<file path="src/rtl/switch_event_pkg.sv">
`default_nettype none
// ============================================================================
// Module      : switch_event_pkg
// Description : Shared constants and helpers for the switch event controller.
// Revision    : 1.0 - initial release
// ============================================================================
package switch_event_pkg;

    localparam logic [1:0] ADDR_DATA     = 2'd0;
    localparam logic [1:0] ADDR_EDGE_SEL = 2'd1;
    localparam logic [1:0] ADDR_IRQ_MASK = 2'd2;
    localparam logic [1:0] ADDR_EDGECAP  = 2'd3;

    localparam int DEFAULT_WIDTH = 20;

    function automatic int cnt_width(input int db_ticks);
        int w;
        w = $clog2(db_ticks);
        return (w < 1) ? 1 : w;
    endfunction

endpackage
`default_nettype wire

</file>
<file path="src/rtl/switch_debounce_bit.sv">
`default_nettype none
// ============================================================================
// Module      : switch_debounce_bit
// Description : Two-flop synchronizer and tick-driven debouncer for one switch.
// Revision    : 1.0 - initial release
// ============================================================================
module switch_debounce_bit
    import switch_event_pkg::*;
#(
    parameter int DB_TICKS = 4
) (
    input  logic clk,
    input  logic reset_n,
    input  logic tick,
    input  logic in_bit,
    output logic stable
);

    localparam int              CNT_W      = cnt_width(DB_TICKS);
    localparam logic [CNT_W-1:0] C_CNT_LAST = CNT_W'(DB_TICKS - 1);

    logic             r_sync1;
    logic             r_sync2;
    logic             r_stable;
    logic [CNT_W-1:0] r_cnt;

    always_ff @(posedge clk or negedge reset_n) begin
        if (!reset_n) begin
            r_sync1  <= 1'b0;
            r_sync2  <= 1'b0;
            r_stable <= 1'b0;
            r_cnt    <= '0;
        end else begin
            r_sync1 <= in_bit;
            r_sync2 <= r_sync1;
            // The counter only advances while the input keeps disagreeing.
            if (tick) begin
                if (r_sync2 == r_stable) begin
                    r_cnt <= '0;
                end else if (r_cnt == C_CNT_LAST) begin
                    r_stable <= ~r_stable;
                    r_cnt    <= '0;
                end else begin
                    r_cnt <= r_cnt + CNT_W'(1);
                end
            end
        end
    end

    assign stable = r_stable;

endmodule
`default_nettype wire

</file>
<file path="src/rtl/switch_event_ctrl.sv">
`default_nettype none
// ============================================================================
// Module      : switch_event_ctrl
// Description : Debounced switch bank with edge capture and IRQ on Avalon-MM.
// Revision    : 1.0 - initial release
// ============================================================================
module switch_event_ctrl
    import switch_event_pkg::*;
#(
    parameter int WIDTH    = DEFAULT_WIDTH,
    parameter int TICK_DIV = 50000,
    parameter int DB_TICKS = 4
) (
    input  logic             clk,
    input  logic             reset_n,
    input  logic [1:0]       address,
    input  logic             chipselect,
    input  logic             write_n,
    input  logic [31:0]      writedata,
    output logic [31:0]      readdata,
    input  logic [WIDTH-1:0] in_port,
    output logic             irq
);

    localparam int                PRESC_W      = $clog2(TICK_DIV);
    localparam logic [PRESC_W-1:0] C_PRESC_LAST = PRESC_W'(TICK_DIV - 1);

    logic [PRESC_W-1:0] r_presc;
    logic               w_tick;
    logic [WIDTH-1:0]   w_stable;
    logic [WIDTH-1:0]   r_stable_d;
    logic [WIDTH-1:0]   r_edge_sel;
    logic [WIDTH-1:0]   r_irq_mask;
    logic [WIDTH-1:0]   r_edgecap;
    logic [WIDTH-1:0]   w_event;
    logic [WIDTH-1:0]   w_clr;
    logic               w_wr;

    always_ff @(posedge clk or negedge reset_n) begin
        if (!reset_n) begin
            r_presc <= '0;
        end else if (r_presc == C_PRESC_LAST) begin
            r_presc <= '0;
        end else begin
            r_presc <= r_presc + PRESC_W'(1);
        end
    end

    assign w_tick = (r_presc == C_PRESC_LAST);

    for (genvar gi = 0; gi < WIDTH; gi++) begin : g_bit
        switch_debounce_bit #(
            .DB_TICKS (DB_TICKS)
        ) u_debounce (
            .clk     (clk),
            .reset_n (reset_n),
            .tick    (w_tick),
            .in_bit  (in_port[gi]),
            .stable  (w_stable[gi])
        );
    end

    if (WIDTH < 32) begin : g_unused_wdata
        logic w_unused;
        assign w_unused = &{1'b0, writedata[31:WIDTH]};
    end

    assign w_wr    = chipselect && !write_n;
    assign w_event = (w_stable & ~r_stable_d & r_edge_sel) |
                     (~w_stable & r_stable_d & ~r_edge_sel);
    assign w_clr   = (w_wr && address == ADDR_EDGECAP) ? writedata[WIDTH-1:0] : '0;

    // A same-cycle event overrides a W1C so no edge is ever lost.
    always_ff @(posedge clk or negedge reset_n) begin
        if (!reset_n) begin
            r_stable_d <= '0;
            r_edge_sel <= '0;
            r_irq_mask <= '0;
            r_edgecap  <= '0;
        end else begin
            r_stable_d <= w_stable;
            r_edgecap  <= (r_edgecap & ~w_clr) | w_event;
            if (w_wr && address == ADDR_EDGE_SEL) begin
                r_edge_sel <= writedata[WIDTH-1:0];
            end
            if (w_wr && address == ADDR_IRQ_MASK) begin
                r_irq_mask <= writedata[WIDTH-1:0];
            end
        end
    end

    always_ff @(posedge clk or negedge reset_n) begin
        if (!reset_n) begin
            readdata <= '0;
        end else begin
            case (address)
                ADDR_DATA:     readdata <= 32'(w_stable);
                ADDR_EDGE_SEL: readdata <= 32'(r_edge_sel);
                ADDR_IRQ_MASK: readdata <= 32'(r_irq_mask);
                default:       readdata <= 32'(r_edgecap);
            endcase
        end
    end

    assign irq = |(r_edgecap & r_irq_mask);

endmodule
`default_nettype wire

</file>
<file path="config.mk">
export PLATFORM = sky130hd
export DESIGN_NAME = switch_event_ctrl
export DESIGN_NICKNAME = d
export VERILOG_FILES = /design/src/rtl/switch_event_pkg.sv /design/src/rtl/switch_debounce_bit.sv /design/src/rtl/switch_event_ctrl.sv
export SDC_FILE = /design/constraint.sdc
export NUM_CORES = 1
export LEC_CHECK = 0
export ABC_CLOCK_PERIOD_IN_PS = 2700
export CELL_PAD_IN_SITES_DETAIL_PLACEMENT = 1
export CELL_PAD_IN_SITES_GLOBAL_PLACEMENT = 1
export CORE_ASPECT_RATIO = 0.75
export CORE_MARGIN = 2
export CORE_UTILIZATION = 46
export CTS_CLUSTER_DIAMETER = 60
export DETAILED_ROUTE_END_ITERATION = 10
export PLACE_DENSITY_LB_ADDON = 0.05
export SKIP_CTS_REPAIR_TIMING = 1
export SYNTH_ARGS = -nofsm -noshare
export SYNTH_HDL_FRONTEND = slang
export SYNTH_SLANG_ARGS = --single-unit
</file>
<file path="constraint.sdc">
create_clock -name clk -period 2.7 [get_ports clk]
set_clock_uncertainty 0.2 [all_clocks]
set_input_delay 0.675 -clock clk [delete_from_list [all_inputs] [get_ports clk]]
set_output_delay 0.675 -clock clk [all_outputs]
set_load 0.005 [all_outputs]
</file>
==> flow_summary_export.csv <==
group,metric,value,unit
pwr,pwr-share-comb,0.095,
cells_and_area,area_growth,20.89,%
floorplan,die_width,164.7,um
grt,gr-usage-all-layers,0.2028,
yosys,netlist_instances,693,
clocking,cts_tree,"done",
timing,max_freq,355.0,MHz
routing,wl_per_cell,18.79,um
floorplan,design.core.area,19160,um^2
grt,antenna_found_initial,0,
grt,grt_pass1_wl,32660,um
pwr,swShare,0.2278,
routing,viasPerCell,5.436,
timing,rsz0062_at_grt,"yes",
yosys,synth-main-ff-cell,"dfrtp_1",
grt,gr-total-overflow,0,
worst_hold_path,hold_depth,0,
clocking,htree_levels,1,
floorplan,initial_core_util,0.4649,
worst_setup_path,required,1.82,ns
place,post_dp_cell_area,10010,um^2
place,io_buffers,66,
worst_setup_path,r2r_cells,6,
timing,setup_ws,-0.1167,ns
pwr,p_leak,0.004985,uW
timing,drv_slew,0,
clocking,cts.sinks,216,
worst_setup_path,cp-end-kind,"output port",
place,gp_congestion,0.7961,
cells_and_area,diodes,0,
clocking,cts_made_buffers,22,
yosys,synth.avg_cell_area,12.85,um^2
grt,grt_start_max_net_pins,76,
yosys,synth.distinct_cells,41,
yosys,synth_area,8907,um^2
routing,dr.pass1.iters,4,
timing,finalSetupViolCount,1,
yosys,yosys_warnings,0,
clocking,cts_root_buffer,"clkbuf_16",
yosys,yosysSeqAreaShare,0.6068,
timing,tightest_slew,0.6096,ns
yosys,synth-async-reset-ratio,1.000,
worst_setup_path,crit_type,"reg -> out",
timing,fin_crit_sh,1.043,
worst_hold_path,hp-class,"reg -> reg",
timing,post-route-min-period,2.817,ns
pwr,p_seq_frac,0.491,
cells_and_area,stdcell_area,10770,um^2
floorplan,die_area,20500,um^2
yosys,synth-seq-cells,216,
floorplan,io_pins,91,
worst_setup_path,cp_data_arrival_time,1.94,ns
pwr,p_int,5809,uW
outcome,status,"complete, but fails checks",
place,pre_cts_ws,0.01288,ns
clocking,cts_buffer_depth,3,
pwr,p_clk_frac,0.413,
routing,drc,0,
timing,hold_viol_final,0,
cells_and_area,nNetsFinal,857,
pwr,pwr_density_cell,698.7,nW/um^2
clocking,clk_pin_slew,0.06,ns
grt,grt_pass1_vias,6332,
worst_setup_path,worstPathMaxFanout,3,
routing,drt_iter0_drc,270,
clocking,clk_latency,0.50,ns
worst_setup_path,start_kind,"register",
timing,slew-limit-headroom,0.5936,
yosys,synth_edf_count,0,
routing,vias,5686,
routing,final_antenna_net_count,0,
floorplan,die_h,124.5,um
run,maxCapViolCount,0,
timing,fin_hold_ws,0.1484,ns
floorplan,placementRows,44,
place,hpwl,13160,um
routing,drt-total-wl,19660,um
pwr,ir_drop,453.1,uV
cells_and_area,drive_above_1_share,0.1791,
outcome,failed_checks,"negative setup slack",
pwr,p_sw,1714,uW
## kinds of logic (layout without fill, tap and decap cells)
| group | count (synthesis) | after routing | synth area share |
|---|---|---|---|
| buffers and inverters | 42 | 131 | 0.02683 |
| xor gates and xnor gates | 29 | 29 | 0.02851 |
| muxes | 82 | 82 | 0.1368 |
| DFF | 216 | 216 | 0.6068 |
| and+or+nand+nor | 240 | 240 | 0.1202 |
| other | 1 | 12 | 0.0004210 |
| adders and majority gates | 21 | 21 | 0.02950 |
| AOI/OAI and AO/OA | 62 | 62 | 0.05085 |
## critical path, stage by stage (launching register included)
cell and delay (ns):
dfrtp_1 0.41, a22o_1 0.22, a221oi_2 0.19, buf_4 0.16, and3_1 0.15, nand4_1 0.14, clkbuf_2 0.16
## power groups by stage
stage	Clock, uW	Combinational (uW)	Sequential [uW]
finish	3110	717	3700
global route	3350	793	3720
floorplan	0	344	3680
CTS	3190	735	3690
detailed placement	0	729	3750
global placement	0	700	3720
## placed cells by master, fill, tap and decap left out, drive strengths merged, types with 2 or more instances in the layout
master and n:
xor2 16, or3 2, buf 19, nor4bb 2, a22oi 2, clkinv 5
mux4 20, nand4 7, mux2 61, clkbuf 32, nand3 19, a221oi 4
a221o 6, bufinv 2, o211ai 14, a21oi 2, o31ai 7, conb 12
o21ai 16, ha 21, clkdlybuf4s50 64, dfrtp 216, nor3b 5, a22o 4
inv 7, and4 5, and3 3, nor2b 5, xnor2 13, o41ai 6
nor2 34, nand2 152, nor4b 2
## final timing paths
check | start | end | slack, ns
hold reg to reg | g_bit[17].u_debounce.r_sync1 | g_bit[17].u_debounce.r_sync2 | 0.15
max in group asynchronous | reset_n | r_presc[1] | 1.05
setup reg to reg | r_presc[0] | g_bit[16].u_debounce.stable | 0.48
min in group asynchronous | reset_n | g_bit[1].u_debounce.r_cnt[0] | 0.55
hold / removal | g_bit[17].u_debounce.r_sync1 | g_bit[17].u_debounce.r_sync2 | 0.15
setup / recovery | r_edgecap[8] | irq | -0.12
## registers in the layout, indices dropped and copies added, names as in the netlist
register / cells
g_bit.u_debounce.stable: 20
g_bit.u_debounce.r_sync1: 20
r_edge_sel: 20
g_bit.u_debounce.r_sync2: 20
readdata: 20
r_stable_d: 20
r_presc: 16
r_irq_mask: 20
g_bit.u_debounce.r_cnt: 40
r_edgecap: 20
## layer usage
| metal | GRT usage | vias up | routed length [um] |
|---|---|---|---|
| met5 | 0 | - | 0 |
| met4 | 0.05780 | 0 | 431 |
| met3 | 0.03197 | 36 | 724 |
| met2 | 0.3473 | 107 | 9619 |
| met1 | 0.2682 | 2983 | 8883 |
| li1 | - | 2560 | - |
## area by class of cell
| cell class | instances | area (um^2) |
|---|---|---|
| multi-input combinational | 446 | 3341 |
| timing repair buffer | 85 | 930.9 |
| sequential | 216 | 5405 |
| fill | 1859 | 8391 |
| tap | 253 | 316.6 |
| inverter | 7 | 26.28 |
| clock buffer | 31 | 655.6 |
| clock inverter | 8 | 92.59 |
## cell usage after synthesis (2+ instances only)
cell type	instances	area [um^2]
or3_1	2	12.51
mux2_2	42	473.0
xnor2_1	13	113.9
o41ai_1	6	52.55
mux2_4	19	285.3
and4_1	5	43.79
nor2b_1	5	31.28
a221o_1	6	60.06
o21ai_0	16	80.08
a21oi_1	2	10.01
clkbuf_1	9	33.78
nor2_1	34	127.6
mux4_2	20	450.4
nand4_1	7	43.79
inv_1	7	26.28
nor4bb_1	2	20.02
buf_2	8	40.04
nand2_1	152	570.6
buf_6	2	22.52
a22oi_1	2	15.01
a221oi_1	4	35.03
dfrtp_1	216	5405
o211ai_1	14	105.1
buf_4	15	112.6
a22o_1	4	35.03
nand3_1	19	95.09
ha_1	21	262.8
and3_1	3	18.77
nor3b_1	5	37.54
o31ai_1	7	52.55
xor2_1	16	140.1
## through the flow
step / total power, uW / setup TNS [ns] / utilization / cells
after floorplan: 4028 / 0 / - / 704
after global placement: 4422 / 0 / 0.5224 / 1006
after detailed placement: 4476 / 0 / 0.5224 / 1006
after CTS: 7620 / -0.5349 / 0.5615 / 1045
after global routing: 7864 / -0.2059 / 0.5620 / 1046
final: 7523 / -0.1167 / 0.5620 / 1046
No activity file was read; power rests on OpenSTA's default activity.
